### src/rtl/mgmt_smbus_ch_ctrl_pkg.sv
// Shared types and defaults for the SMBus channel supervisor: LTPI link states,
// the per-channel supervisor state encoding and default timing constants.
package mgmt_smbus_ch_ctrl_pkg;

    typedef enum logic [3:0] {
        link_detect_st    = 4'd0,
        link_speed_st     = 4'd1,
        advertise_st      = 4'd2,
        configure_st      = 4'd3,
        accept_st         = 4'd4,
        operational_st    = 4'd5,
        link_lost_st      = 4'd6
    } link_state_t;

    typedef enum logic [2:0] {
        CH_OFF      = 3'd0,
        CH_RESET    = 3'd1,
        CH_ACTIVE   = 3'd2,
        CH_RECOVER  = 3'd3,
        CH_DISABLED = 3'd4
    } smbus_ch_state_t;

    localparam int SMBUS_STABLE_CYCLES    = 64;
    localparam int SMBUS_RST_PULSE_CYCLES = 16;

endpackage

### src/rtl/mgmt_smbus_ch_ctrl_if.sv
// Per-channel control/status bundle between the supervisor and its consumers.
interface mgmt_smbus_ch_ctrl_if #(
    parameter int NUM_CH = 6,
    parameter int CNT_W  = 16
);
    // No valid/ready here: ch_enable is a level, soft_rst is level or pulse, relay_timeout
    // and retry_clear are single-cycle pulses; every status output is a registered level.
    logic [NUM_CH-1:0]            ch_enable;
    logic [NUM_CH-1:0]            soft_rst;
    logic [NUM_CH-1:0]            relay_timeout;
    logic [NUM_CH-1:0]            retry_clear;
    logic [NUM_CH-1:0]            relay_rst_n;
    logic [NUM_CH-1:0]            echo_rst;
    logic [NUM_CH-1:0][2:0]       ch_state;
    logic [NUM_CH-1:0]            ch_disabled;
    logic [NUM_CH-1:0][CNT_W-1:0] timeout_cnt;

    modport master (
        output ch_enable, soft_rst, relay_timeout, retry_clear,
        input  relay_rst_n, echo_rst, ch_state, ch_disabled, timeout_cnt
    );

    modport slave (
        input  ch_enable, soft_rst, relay_timeout, retry_clear,
        output relay_rst_n, echo_rst, ch_state, ch_disabled, timeout_cnt
    );

endinterface

### src/rtl/mgmt_smbus_ch_ctrl_fsm.sv
// One channel of the supervisor: reset/recovery FSM, reset-pulse counter,
// bounded retry count with auto-disable, and saturating timeout statistics.
module mgmt_smbus_ch_ctrl_fsm
    import mgmt_smbus_ch_ctrl_pkg::*;
#(
    parameter int RST_PULSE_CYCLES = SMBUS_RST_PULSE_CYCLES,
    parameter int MAX_RETRY        = 3,
    parameter int CNT_W            = 16
) (
    input  logic             clk,
    input  logic             rst_n,
    input  logic             link_up,
    input  logic             ch_enable,
    input  logic             soft_rst,
    input  logic             relay_timeout,
    input  logic             retry_clear,
    output smbus_ch_state_t  state,
    output logic             relay_rst_n,
    output logic             echo_rst,
    output logic             disabled,
    output logic [CNT_W-1:0] timeout_cnt
);
    localparam int PW = $clog2(RST_PULSE_CYCLES + 1);
    localparam logic [PW-1:0] PULSE_LOAD = PW'(RST_PULSE_CYCLES);

    smbus_ch_state_t  state_q, state_d;
    logic [PW-1:0]    pulse_q, pulse_d;
    logic [3:0]       retry_q, retry_d;
    logic [CNT_W-1:0] tcnt_q, tcnt_d;
    logic             relay_rst_n_q, relay_rst_n_d;
    logic             echo_rst_q, echo_rst_d;
    logic             disabled_q, disabled_d;
    logic             drop;
    logic             take_tmo;
    logic [3:0]       retry_inc;

    always_comb begin
        state_d   = state_q;
        pulse_d   = pulse_q;
        retry_d   = retry_q;
        tcnt_d    = tcnt_q;
        drop      = !link_up || !ch_enable;
        retry_inc = retry_q + 4'd1;
        take_tmo  = 1'b0;
        unique case (state_q)
            CH_OFF: begin
                if (!drop) begin
                    state_d = CH_RESET;
                    pulse_d = PULSE_LOAD;
                end
            end
            CH_RESET, CH_RECOVER: begin
                if (drop) begin
                    state_d = CH_OFF;
                end else if (soft_rst) begin
                    pulse_d = PULSE_LOAD;
                end else begin
                    pulse_d = pulse_q - PW'(1);
                    if (pulse_q <= PW'(1)) state_d = CH_ACTIVE;
                end
            end
            CH_ACTIVE: begin
                // A timeout is counted unless retry_clear or soft_rst consumed the cycle;
                // a link/enable drop still lets the statistic record it.
                take_tmo = relay_timeout && (drop || (!retry_clear && !soft_rst));
                if (drop) begin
                    state_d = CH_OFF;
                end else if (!retry_clear) begin
                    if (soft_rst) begin
                        state_d = CH_RESET;
                        pulse_d = PULSE_LOAD;
                    end else if (relay_timeout) begin
                        retry_d = retry_inc;
                        if (retry_inc == 4'(MAX_RETRY)) begin
                            state_d = CH_DISABLED;
                        end else begin
                            state_d = CH_RECOVER;
                            pulse_d = PULSE_LOAD;
                        end
                    end
                end
            end
            CH_DISABLED: begin
                if (!ch_enable || retry_clear) state_d = CH_OFF;
            end
            default: state_d = CH_OFF;
        endcase
        if (!ch_enable || retry_clear) retry_d = '0;
        if (take_tmo && (tcnt_q != '1)) tcnt_d = tcnt_q + CNT_W'(1);
        relay_rst_n_d = (state_d == CH_ACTIVE);
        echo_rst_d    = !relay_rst_n_d || relay_timeout;
        disabled_d    = (state_d == CH_DISABLED);
    end

    always_ff @(posedge clk or negedge rst_n) begin
        if (!rst_n) begin
            state_q       <= CH_OFF;
            pulse_q       <= '0;
            retry_q       <= '0;
            tcnt_q        <= '0;
            relay_rst_n_q <= 1'b0;
            echo_rst_q    <= 1'b1;
            disabled_q    <= 1'b0;
        end else begin
            state_q       <= state_d;
            pulse_q       <= pulse_d;
            retry_q       <= retry_d;
            tcnt_q        <= tcnt_d;
            relay_rst_n_q <= relay_rst_n_d;
            echo_rst_q    <= echo_rst_d;
            disabled_q    <= disabled_d;
        end
    end

    assign state       = state_q;
    assign relay_rst_n = relay_rst_n_q;
    assign echo_rst    = echo_rst_q;
    assign disabled    = disabled_q;
    assign timeout_cnt = tcnt_q;

endmodule

### src/rtl/mgmt_smbus_ch_ctrl.sv
// SMBus tunnel control plane: debounced link qualifier shared by NUM_CH
// independent channel supervisors.
module mgmt_smbus_ch_ctrl
    import mgmt_smbus_ch_ctrl_pkg::*;
#(
    parameter int NUM_CH           = 6,
    parameter int STABLE_CYCLES    = SMBUS_STABLE_CYCLES,
    parameter int RST_PULSE_CYCLES = SMBUS_RST_PULSE_CYCLES,
    parameter int MAX_RETRY        = 3,
    parameter int CNT_W            = 16
) (
    input  logic                  clk,
    input  logic                  reset_n,
    input  link_state_t           local_link_state,
    input  link_state_t           remote_link_state,
    output logic                  link_up,
    mgmt_smbus_ch_ctrl_if.slave   ch_bus
);
    localparam int SW = $clog2(STABLE_CYCLES + 1);

    logic [SW-1:0] stab_q, stab_d;
    logic          link_up_q, link_up_d;
    logic          both_op;

    logic [NUM_CH-1:0]            relay_rst_n_w;
    logic [NUM_CH-1:0]            echo_rst_w;
    logic [NUM_CH-1:0]            disabled_w;
    logic [NUM_CH-1:0][2:0]       ch_state_w;
    logic [NUM_CH-1:0][CNT_W-1:0] timeout_cnt_w;

    // link_up needs STABLE_CYCLES consecutive operational samples; one bad sample restarts the run.
    always_comb begin
        both_op = (local_link_state == operational_st) && (remote_link_state == operational_st);
        stab_d  = '0;
        if (both_op) stab_d = (stab_q == SW'(STABLE_CYCLES)) ? stab_q : stab_q + SW'(1);
        link_up_d = both_op && (stab_d == SW'(STABLE_CYCLES));
    end

    always_ff @(posedge clk or negedge reset_n) begin
        if (!reset_n) begin
            stab_q    <= '0;
            link_up_q <= 1'b0;
        end else begin
            stab_q    <= stab_d;
            link_up_q <= link_up_d;
        end
    end

    assign link_up = link_up_q;

    for (genvar i = 0; i < NUM_CH; i++) begin : g_ch
        smbus_ch_state_t st;

        mgmt_smbus_ch_ctrl_fsm #(
            .RST_PULSE_CYCLES (RST_PULSE_CYCLES),
            .MAX_RETRY        (MAX_RETRY),
            .CNT_W            (CNT_W)
        ) u_fsm (
            .clk           (clk),
            .rst_n         (reset_n),
            .link_up       (link_up_q),
            .ch_enable     (ch_bus.ch_enable[i]),
            .soft_rst      (ch_bus.soft_rst[i]),
            .relay_timeout (ch_bus.relay_timeout[i]),
            .retry_clear   (ch_bus.retry_clear[i]),
            .state         (st),
            .relay_rst_n   (relay_rst_n_w[i]),
            .echo_rst      (echo_rst_w[i]),
            .disabled      (disabled_w[i]),
            .timeout_cnt   (timeout_cnt_w[i])
        );

        assign ch_state_w[i] = st;
    end

    assign ch_bus.relay_rst_n = relay_rst_n_w;
    assign ch_bus.echo_rst    = echo_rst_w;
    assign ch_bus.ch_state    = ch_state_w;
    assign ch_bus.ch_disabled = disabled_w;
    assign ch_bus.timeout_cnt = timeout_cnt_w;

endmodule

### src/flat_wrapper.sv
// flat-port wrapper written by rule: the top's interface ports become plain ports
module mgmt_smbus_ch_ctrl_flat import mgmt_smbus_ch_ctrl_pkg::*;
#(
    parameter int NUM_CH           = 6,
    parameter int STABLE_CYCLES    = SMBUS_STABLE_CYCLES,
    parameter int RST_PULSE_CYCLES = SMBUS_RST_PULSE_CYCLES,
    parameter int MAX_RETRY        = 3,
    parameter int CNT_W            = 16
)
  (clk, reset_n, local_link_state, remote_link_state, link_up, ch_bus_ch_enable, ch_bus_soft_rst, ch_bus_relay_timeout, ch_bus_retry_clear, ch_bus_relay_rst_n, ch_bus_echo_rst, ch_bus_ch_state, ch_bus_ch_disabled, ch_bus_timeout_cnt);
  mgmt_smbus_ch_ctrl_if #(.NUM_CH(NUM_CH), .CNT_W(CNT_W)) ch_bus_i ();
  input  logic clk;
  input  logic reset_n;
  input  link_state_t local_link_state;
  input  link_state_t remote_link_state;
  output logic link_up;
  input wire logic [$bits(ch_bus_i.ch_enable)-1:0] ch_bus_ch_enable;
  input wire logic [$bits(ch_bus_i.soft_rst)-1:0] ch_bus_soft_rst;
  input wire logic [$bits(ch_bus_i.relay_timeout)-1:0] ch_bus_relay_timeout;
  input wire logic [$bits(ch_bus_i.retry_clear)-1:0] ch_bus_retry_clear;
  output wire logic [$bits(ch_bus_i.relay_rst_n)-1:0] ch_bus_relay_rst_n;
  output wire logic [$bits(ch_bus_i.echo_rst)-1:0] ch_bus_echo_rst;
  output wire logic [$bits(ch_bus_i.ch_state)-1:0] ch_bus_ch_state;
  output wire logic [$bits(ch_bus_i.ch_disabled)-1:0] ch_bus_ch_disabled;
  output wire logic [$bits(ch_bus_i.timeout_cnt)-1:0] ch_bus_timeout_cnt;
  assign ch_bus_i.ch_enable = ch_bus_ch_enable;
  assign ch_bus_i.soft_rst = ch_bus_soft_rst;
  assign ch_bus_i.relay_timeout = ch_bus_relay_timeout;
  assign ch_bus_i.retry_clear = ch_bus_retry_clear;
  assign ch_bus_relay_rst_n = ch_bus_i.relay_rst_n;
  assign ch_bus_echo_rst = ch_bus_i.echo_rst;
  assign ch_bus_ch_state = ch_bus_i.ch_state;
  assign ch_bus_ch_disabled = ch_bus_i.ch_disabled;
  assign ch_bus_timeout_cnt = ch_bus_i.timeout_cnt;
  mgmt_smbus_ch_ctrl #(.NUM_CH(NUM_CH), .STABLE_CYCLES(STABLE_CYCLES), .RST_PULSE_CYCLES(RST_PULSE_CYCLES), .MAX_RETRY(MAX_RETRY), .CNT_W(CNT_W)) u_core (.clk(clk), .reset_n(reset_n), .local_link_state(local_link_state), .remote_link_state(remote_link_state), .link_up(link_up), .ch_bus(ch_bus_i));
endmodule
### config.mk
export PLATFORM = sky130hd
export DESIGN_NAME = mgmt_smbus_ch_ctrl_flat
export DESIGN_NICKNAME = d
export VERILOG_FILES = /design/src/rtl/mgmt_smbus_ch_ctrl_pkg.sv /design/src/rtl/mgmt_smbus_ch_ctrl_if.sv /design/src/rtl/mgmt_smbus_ch_ctrl_fsm.sv /design/src/rtl/mgmt_smbus_ch_ctrl.sv /design/src/flat_wrapper.sv
export SDC_FILE = /design/constraint.sdc
export NUM_CORES = 1
export LEC_CHECK = 0
export CORE_MARGIN = 4
export CORE_UTILIZATION = 59
export DETAILED_ROUTE_END_ITERATION = 8
export PLACE_DENSITY = 0.87
export SETUP_SLACK_MARGIN = 0.02
export SYNTH_ARGS = -nofsm -noshare
export SYNTH_HDL_FRONTEND = slang
export SYNTH_SLANG_ARGS = --single-unit
export TNS_END_PERCENT = 10
### constraint.sdc
create_clock -name clk -period 3.3 [get_ports clk]
set_input_delay 0.495 -clock clk [delete_from_list [all_inputs] [get_ports clk]]
set_output_delay 0.495 -clock clk [all_outputs]
set_load 0.005 [all_outputs]
==> flow_summary_export.csv, run 1 <==
group,metric,value,unit
run_status,status,"finished, final reports clean",
timing,rsz0062_at_grt,"false",
layout,drive_gt1_share,6.56,%
drt,via_count,8531,
global_routing,grt_pass1_wl,39100,um
drt,viasPerCell,5.85,
clock_tree,cts_root_buf,"clkbuf_16",
power,powerDensity,350,mW/mm^2
place,preCtsSetupSlack,0.755,ns
setup_path,crit_type,"reg -> reg",
drt,drcViolationCount,0,
synthesis,synth_area_leaders,"dfrtp_1 45%, xor2_1 4.6%, nor2_1 4.4%",
drt,dr.pass1.iters,5,
setup_path,critPathLaunchType,"flip-flop",
setup_path,path_delay_family,"simple AND/OR/NAND/NOR gates",
die,ios,167,
clock_tree,postCtsHoldBufs,0,
layout,num-fill-cells,1227,
clock_tree,path_clk_slew,0.07,ns
setup_path,reg2reg_to,"u_core.g_ch[2].u_fsm.retry_q[3]$_DFFE_PN0P_",
timing,maxSlewViolCount,0,
synthesis,syn_inst,1058,
setup_path,crit_slowest_cell,"dfrtp_1",
layout,final_common_cell,"dfrtp_1",
timing,worst_pin_slew,0.915,ns
die,core,0.0173,mm^2
clock_tree,cts_setup_buffers,0,
setup_path,critPathRequiredTime,3.61,ns
setup_path,reg2regPathDepth,5,
setup_path,crit_chain,"nand2_1 -> nor4bb_1 -> nand4_1 -> xor2_1 -> nor2_1",
global_routing,grt_max_degree,81,
synthesis,synth_cell_type_count,80,
drt,wirelength,23200,um
timing,fin_ws,0.743,ns
setup_path,endpoint_kind,"flip-flop",
synthesis,ys.flop_type,"dfrtp_1",
die,rows,48,
clock_tree,htreeDepth,4,
timing,tns,0,ns
layout,fin_cells,1459,
flow_run,max-cap-violations,0,
drt,wl_per_cell,15.9,um
setup_path,regToRegSetupSlack,0.74,ns
synthesis,synth-seq-cells,194,
global_routing,grt.total_usage,23.6,%
place,detailed_place_hpwl,16700,um
global_routing,first_global_vias,8245,
timing,period_needed,2.56,ns
timing,hold_viol_final,0,
timing,min_period_over_period,77.5,%
clock_tree,clock_path_buffers,2,
timing,fin_hold_ws,0.0925,ns
setup_path,reg2reg_from,"u_core.link_up$_DFF_PN0_",
place,dpl_cell_area,0.0122,mm^2
die,start_util,60.1,%
power,vdd_drop_max,0.000373,V
setup_path,critPathBufInv,0,
die,die_x,141,um
timing,skew,0.0147,ns
min_path,hold_path_class,"in -> async",
global_routing,grt_remaining_overflow,0,
setup_path,crit_path_max_fanout,22,
power,p_leak,5.47,nW
clock_tree,clock_sinks,194,
die,fp.dieH,141,um
timing,maxSlewHeadroom,39.0,%
timing,setup_viol,0,
clock_tree,cts_resized,0,
synthesis,yosysTopAreaCellShare,45.3,%
timing,fmax,391,MHz
place,gp_congestion,0.916,
layout,synthToLayoutAreaGrowth,22.8,%
layout,final_cell_mix,"188 x dfrtp_1, 165 x clkdlybuf4s50_1, 123 x nor2_1",
synthesis,synth_warnings,0,
global_routing,antenna_found_initial,0,
place,place_inst,1427,
clock_tree,cts_made_buffers,17,
clock_tree,cts_tree,"done",
drt,drt_iter0_drc,484,
setup_path,worstPathArrival,2.86,ns
layout,final_area,0.0128,mm^2
synthesis,seq_area_frac_synth,46.8,%
clock_tree,worst_skew_pair.late_latency,0.43,ns
layout,seqCellArea,0.00486,mm^2
setup_path,slowest_delay,0.94,ns
layout,multi_input_area,0.00519,mm^2
synthesis,synth_area,0.0104,mm^2
layout,antennaDiodeCount,0,
layout,fin_nets,1287,
drt,ant_nets,0,
die,dieArea,0.0198,mm^2
synthesis,synth_top_cell_by_area,"dfrtp_1",
place,io_buffers,166,
synthesis,ys_async_sr_fraction,100,%
synthesis,synth.avg_cell_area,9.82,um^2
synthesis,syn_nets,1124,
synthesis,synth_edf_count,0,
[worst max-delay path by stage]
stage                                        start                                          endpoint  slack (ns)  cells after the start
after detailed placement        ch_bus_soft_rst[1]   u_core.g_ch[1].u_fsm.timeout_cnt[9]$_DFFE_PN0P_        0.76                      6
after global placement          ch_bus_soft_rst[3]  u_core.g_ch[3].u_fsm.timeout_cnt[15]$_DFFE_PN0P_        0.83                      6
after floorplan                 ch_bus_soft_rst[0]  u_core.g_ch[0].u_fsm.timeout_cnt[15]$_DFFE_PN0P_        1.40                      6
after global routing      u_core.link_up$_DFF_PN0_       u_core.g_ch[2].u_fsm.retry_q[3]$_DFFE_PN0P_        0.51                      5
after CTS                 u_core.link_up$_DFF_PN0_                                           link_up        0.74                      1
final                     u_core.link_up$_DFF_PN0_       u_core.g_ch[2].u_fsm.retry_q[3]$_DFFE_PN0P_        0.74                      5
[kinds of logic after synthesis]
family | count (synthesis) | share of synthesized area, %
AND/OR/NAND/NOR | 478 | 24.9
flip-flops | 194 | 46.8
AO/OA/AOI/OAI | 168 | 11.0
XOR/XNOR | 101 | 8.51
buffers and inverters | 69 | 3.26
adder cells (fa/ha/maj) | 32 | 3.85
multiplexers | 16 | 1.71
[stage by stage]
stage | power [mW] | utilization [%]
after global placement | 2.57 | 70.5
final | 4.47 | 73.8
after global routing | 4.63 | 73.8
after CTS | 4.52 | 73.8
after detailed placement | 2.57 | 70.5
after floorplan | 2.45 | -
[registers in the layout, indices dropped and copies added (netlist names)]
register / count
u_core.g_ch.u_fsm.disabled: 6
u_core.stab_q: 7
u_core.g_ch.u_fsm.relay_rst_n: 6
u_core.g_ch.u_fsm.pulse_q: 30
u_core.g_ch.u_fsm.state: 18
u_core.g_ch.u_fsm.timeout_cnt: 96
u_core.g_ch.u_fsm.retry_q: 24
u_core.g_ch.u_fsm.echo_rst: 6
u_core.link_up: 1
[Yosys cell counts, drive strengths merged (17+ instances only)]
cell    number
and4        17
nand2       87
dfrtp      188
nor2       123
xnor2       47
o21ai       35
inv         43
nand3b      18
xor2        54
nor3        37
ha          32
nand3       55
nand4       34
a21oi       37
buf         20
[layer usage]
layer | share of wire [%] | vias up | track usage [%]
met5 | 0 | - | 0
met4 | 0.54 | 0 | 5.20
met3 | 5.3 | 14 | 5.94
met2 | 50 | 233 | 39.4
met1 | 44 | 4172 | 31.4
li1 | - | 4112 | -
[final cells by class]
type | count | area share, %
multi-input cells | 795 | 40.7
flip-flops and latches | 194 | 38.1
repair buffers | 170 | 13.4
clock buffers | 20 | 3.58
well taps | 225 | 2.21
inverters | 43 | 1.27
clock inverters | 12 | 0.785
[report_power, final]
part	total (mW)	leakage, nW	switching (mW)	internal [mW]
logic	0.144	2.58	0.0898	0.0539
clock network	1.95	0.254	0.929	1.02
registers	2.38	2.63	0.000417	2.38
No activity file was read; power rests on OpenSTA's default activity.
==> run 2, diff against run 1 <==
--- a/config.mk
+++ b/config.mk
@@ -6,9 +6,9 @@
 export NUM_CORES = 1
 export LEC_CHECK = 0
 export CORE_MARGIN = 4
-export CORE_UTILIZATION = 59
+export CORE_UTILIZATION = 54
 export DETAILED_ROUTE_END_ITERATION = 8
-export PLACE_DENSITY = 0.87
+export PLACE_DENSITY = 0.8
 export SETUP_SLACK_MARGIN = 0.02
 export SYNTH_ARGS = -nofsm -noshare
 export SYNTH_HDL_FRONTEND = slang
==> constraint.sdc (replaced) <==
create_clock -name clk -period 2.4 [get_ports clk]
set_input_delay 0.36 -clock clk [delete_from_list [all_inputs] [get_ports clk]]
set_output_delay 0.36 -clock clk [all_outputs]
set_load 0.005 [all_outputs]
==> run 2 against run 1 <==
Via count grew 1.9%. Wire length grew 2.4%. Clock-buffer cell count shrank 3. Global-route usage shrank 1.1 points. Maximum frequency grew 18%. First-iteration DRC count grew 0.83%. Power grew 40%. Combinational power grew 53%. Sequential share of layout area shrank 0.89 points. Worst setup slack lost 0.51 ns. Critical path depth grew 1. Non-clock buffer count grew 30. Critical path type unchanged. Highest routed layer unchanged.
==> flow_summary_export.csv, run 2 (synthesis results as in run 1) <==
group,metric,value,unit
run_status,status,"finished, final reports clean",
clock_tree,worst_skew_pair.late_latency,0.43,ns
global_routing,first_global_vias,8647,
setup_path,critPathLaunchType,"flip-flop",
die,ios,167,
clock_tree,cts_tree,"done",
clock_tree,path_clk_slew,0.08,ns
die,fp.dieH,147,um
clock_tree,cts_root_buf,"clkbuf_16",
clock_tree,clock_path_buffers,2,
global_routing,grt_max_degree,59,
layout,final_common_cell,"dfrtp_1",
place,place_inst,1491,
setup_path,worstPathArrival,2.53,ns
die,rows,50,
layout,final_core_util,69.4,%
layout,drive_gt1_share,8.78,%
layout,final_area,0.0131,mm^2
die,core,0.0188,mm^2
clock_tree,clock_sinks,194,
power,vdd_drop_max,0.000466,V
drt,wl_per_cell,15.6,um
drt,drt_iter0_drc,488,
timing,skew,0.0114,ns
timing,maxSlewViolCount,0,
drt,wirelength,23700,um
setup_path,crit_path_max_fanout,7,
layout,antennaDiodeCount,0,
power,powerDensity,477,mW/mm^2
setup_path,critPathRequiredTime,2.76,ns
power,p_leak,5.65,nW
drt,drcViolationCount,0,
layout,synthToLayoutAreaGrowth,25.7,%
drt,ant_nets,0,
die,die_x,147,um
layout,fin_nets,1317,
timing,setup_viol,0,
setup_path,endpoint_kind,"flip-flop",
timing,maxSlewHeadroom,55.8,%
timing,fin_hold_ws,0.456,ns
global_routing,grt_pass1_wl,41200,um
timing,tns,0,ns
global_routing,grt.total_usage,22.5,%
timing,hold_viol_final,0,
timing,period_needed,2.17,ns
place,dpl_cell_area,0.0125,mm^2
place,io_buffers,166,
drt,dr.pass1.iters,6,
clock_tree,htreeDepth,4,
die,dieArea,0.0215,mm^2
timing,rsz0062_at_grt,"false",
drt,viasPerCell,5.70,
die,start_util,55.2,%
layout,largest_register_ffs,96,
timing,worst_pin_slew,0.656,ns
min_path,hold_path_class,"in -> async",
clock_tree,cts_made_buffers,17,
global_routing,grt_remaining_overflow,0,
timing,min_period_over_period,90.4,%
place,detailed_place_hpwl,17100,um
flow_run,max-cap-violations,0,
layout,fin_cells,1524,
drt,via_count,8694,
layout,num-fill-cells,1437,
place,gp_congestion,0.868,
global_routing,antenna_found_initial,0,
layout,final_cell_mix,"188 x dfrtp_1, 165 x clkdlybuf4s50_1, 123 x nor2_1",
timing,fmax,461,MHz
setup_path,crit_type,"reg -> reg",
## run 2: changes by cell type in the layout (fill, tap and decap cells not counted), sizes merged
cell	delta
clkinv	+3
inv	+4
clkinvlp	-4
buf	+29
dlygate4sd3	+1
clkbuf	-3
## run 2: worst paths after layout
| path | from | to | slack [ns] | depth (start not counted) |
|---|---|---|---|---|
| max | u_core.link_up$_DFF_PN0_ | u_core.g_ch[4].u_fsm.timeout_cnt[13]$_DFFE_PN0P_ | 0.23 | 6 |
| min | reset_n | u_core.g_ch[5].u_fsm.timeout_cnt[10]$_DFFE_PN0P_ | 0.46 | 2 |
| max in group asynchronous | reset_n | u_core.g_ch[1].u_fsm.echo_rst$_DFF_PN1_ | 1.21 | 3 |
| min in group clk | u_core.g_ch[2].u_fsm.timeout_cnt[15]$_DFFE_PN0P_ | u_core.g_ch[2].u_fsm.timeout_cnt[15]$_DFFE_PN0P_ | 0.49 | 1 |
| min reg2reg | u_core.g_ch[2].u_fsm.timeout_cnt[15]$_DFFE_PN0P_ | u_core.g_ch[2].u_fsm.timeout_cnt[15]$_DFFE_PN0P_ | 0.49 | 1 |
| max reg2reg | u_core.link_up$_DFF_PN0_ | u_core.g_ch[4].u_fsm.timeout_cnt[13]$_DFFE_PN0P_ | 0.23 | 6 |
## run 2: power breakdown
group / total, mW / internal [mW] / leakage, nW / switching [mW]
clock: 2.75 / 1.38 / 0.274 / 1.37
combinational: 0.221 / 0.0913 / 2.74 / 0.129
sequential: 3.27 / 3.27 / 2.63 / 0.000545
## run 2: metrics by stage
step | power [mW] | worst slack [ns]
final | 6.24 | 0.231
after global routing | 6.47 | 0.0506
after floorplan | 3.37 | 0.597
after CTS | 6.31 | 0.225
after detailed placement | 3.55 | 0.0505
after global placement | 3.55 | 0.167
## run 2: routing by layer
metal / wire length, um / up-vias / GRT usage (%)
met3: 1260 / 33 / 4.32
li1: - / 4174 / -
met1: 10700 / 4227 / 31.0
met5: 0 / - / 0
met4: 414 / 0 / 7.20
met2: 11400 / 260 / 36.3
## run 2: timing repair
action | 4_1_cts | 5_1_grt
buffers inserted | 0 | 0
resized for setup | 0 | 0
setup endpoints to repair | 0 | 0
hold endpoints to repair | 54 | 0
hold buffers | 1 | 0
## run 2: worst max-delay path, cell delays in order (launching register included)
cell and delay, ns:
dfrtp_1 0.54, buf_4 0.25, o211ai_1 0.13, nand4b_2 0.23
or4_4 0.62, nor3_2 0.16, xor2_1 0.16
## run 2: final cells by class
type / instances / area, um^2 / share of cell area, %
clock buffer: 17 / 425 / 3.26
clock inverter: 15 / 140 / 1.07
inverter: 43 / 161 / 1.24
multi-input combinational: 795 / 5190 / 39.7
sequential: 194 / 4860 / 37.2
tap: 260 / 325 / 2.49
timing repair buffer: 200 / 1960 / 15.0
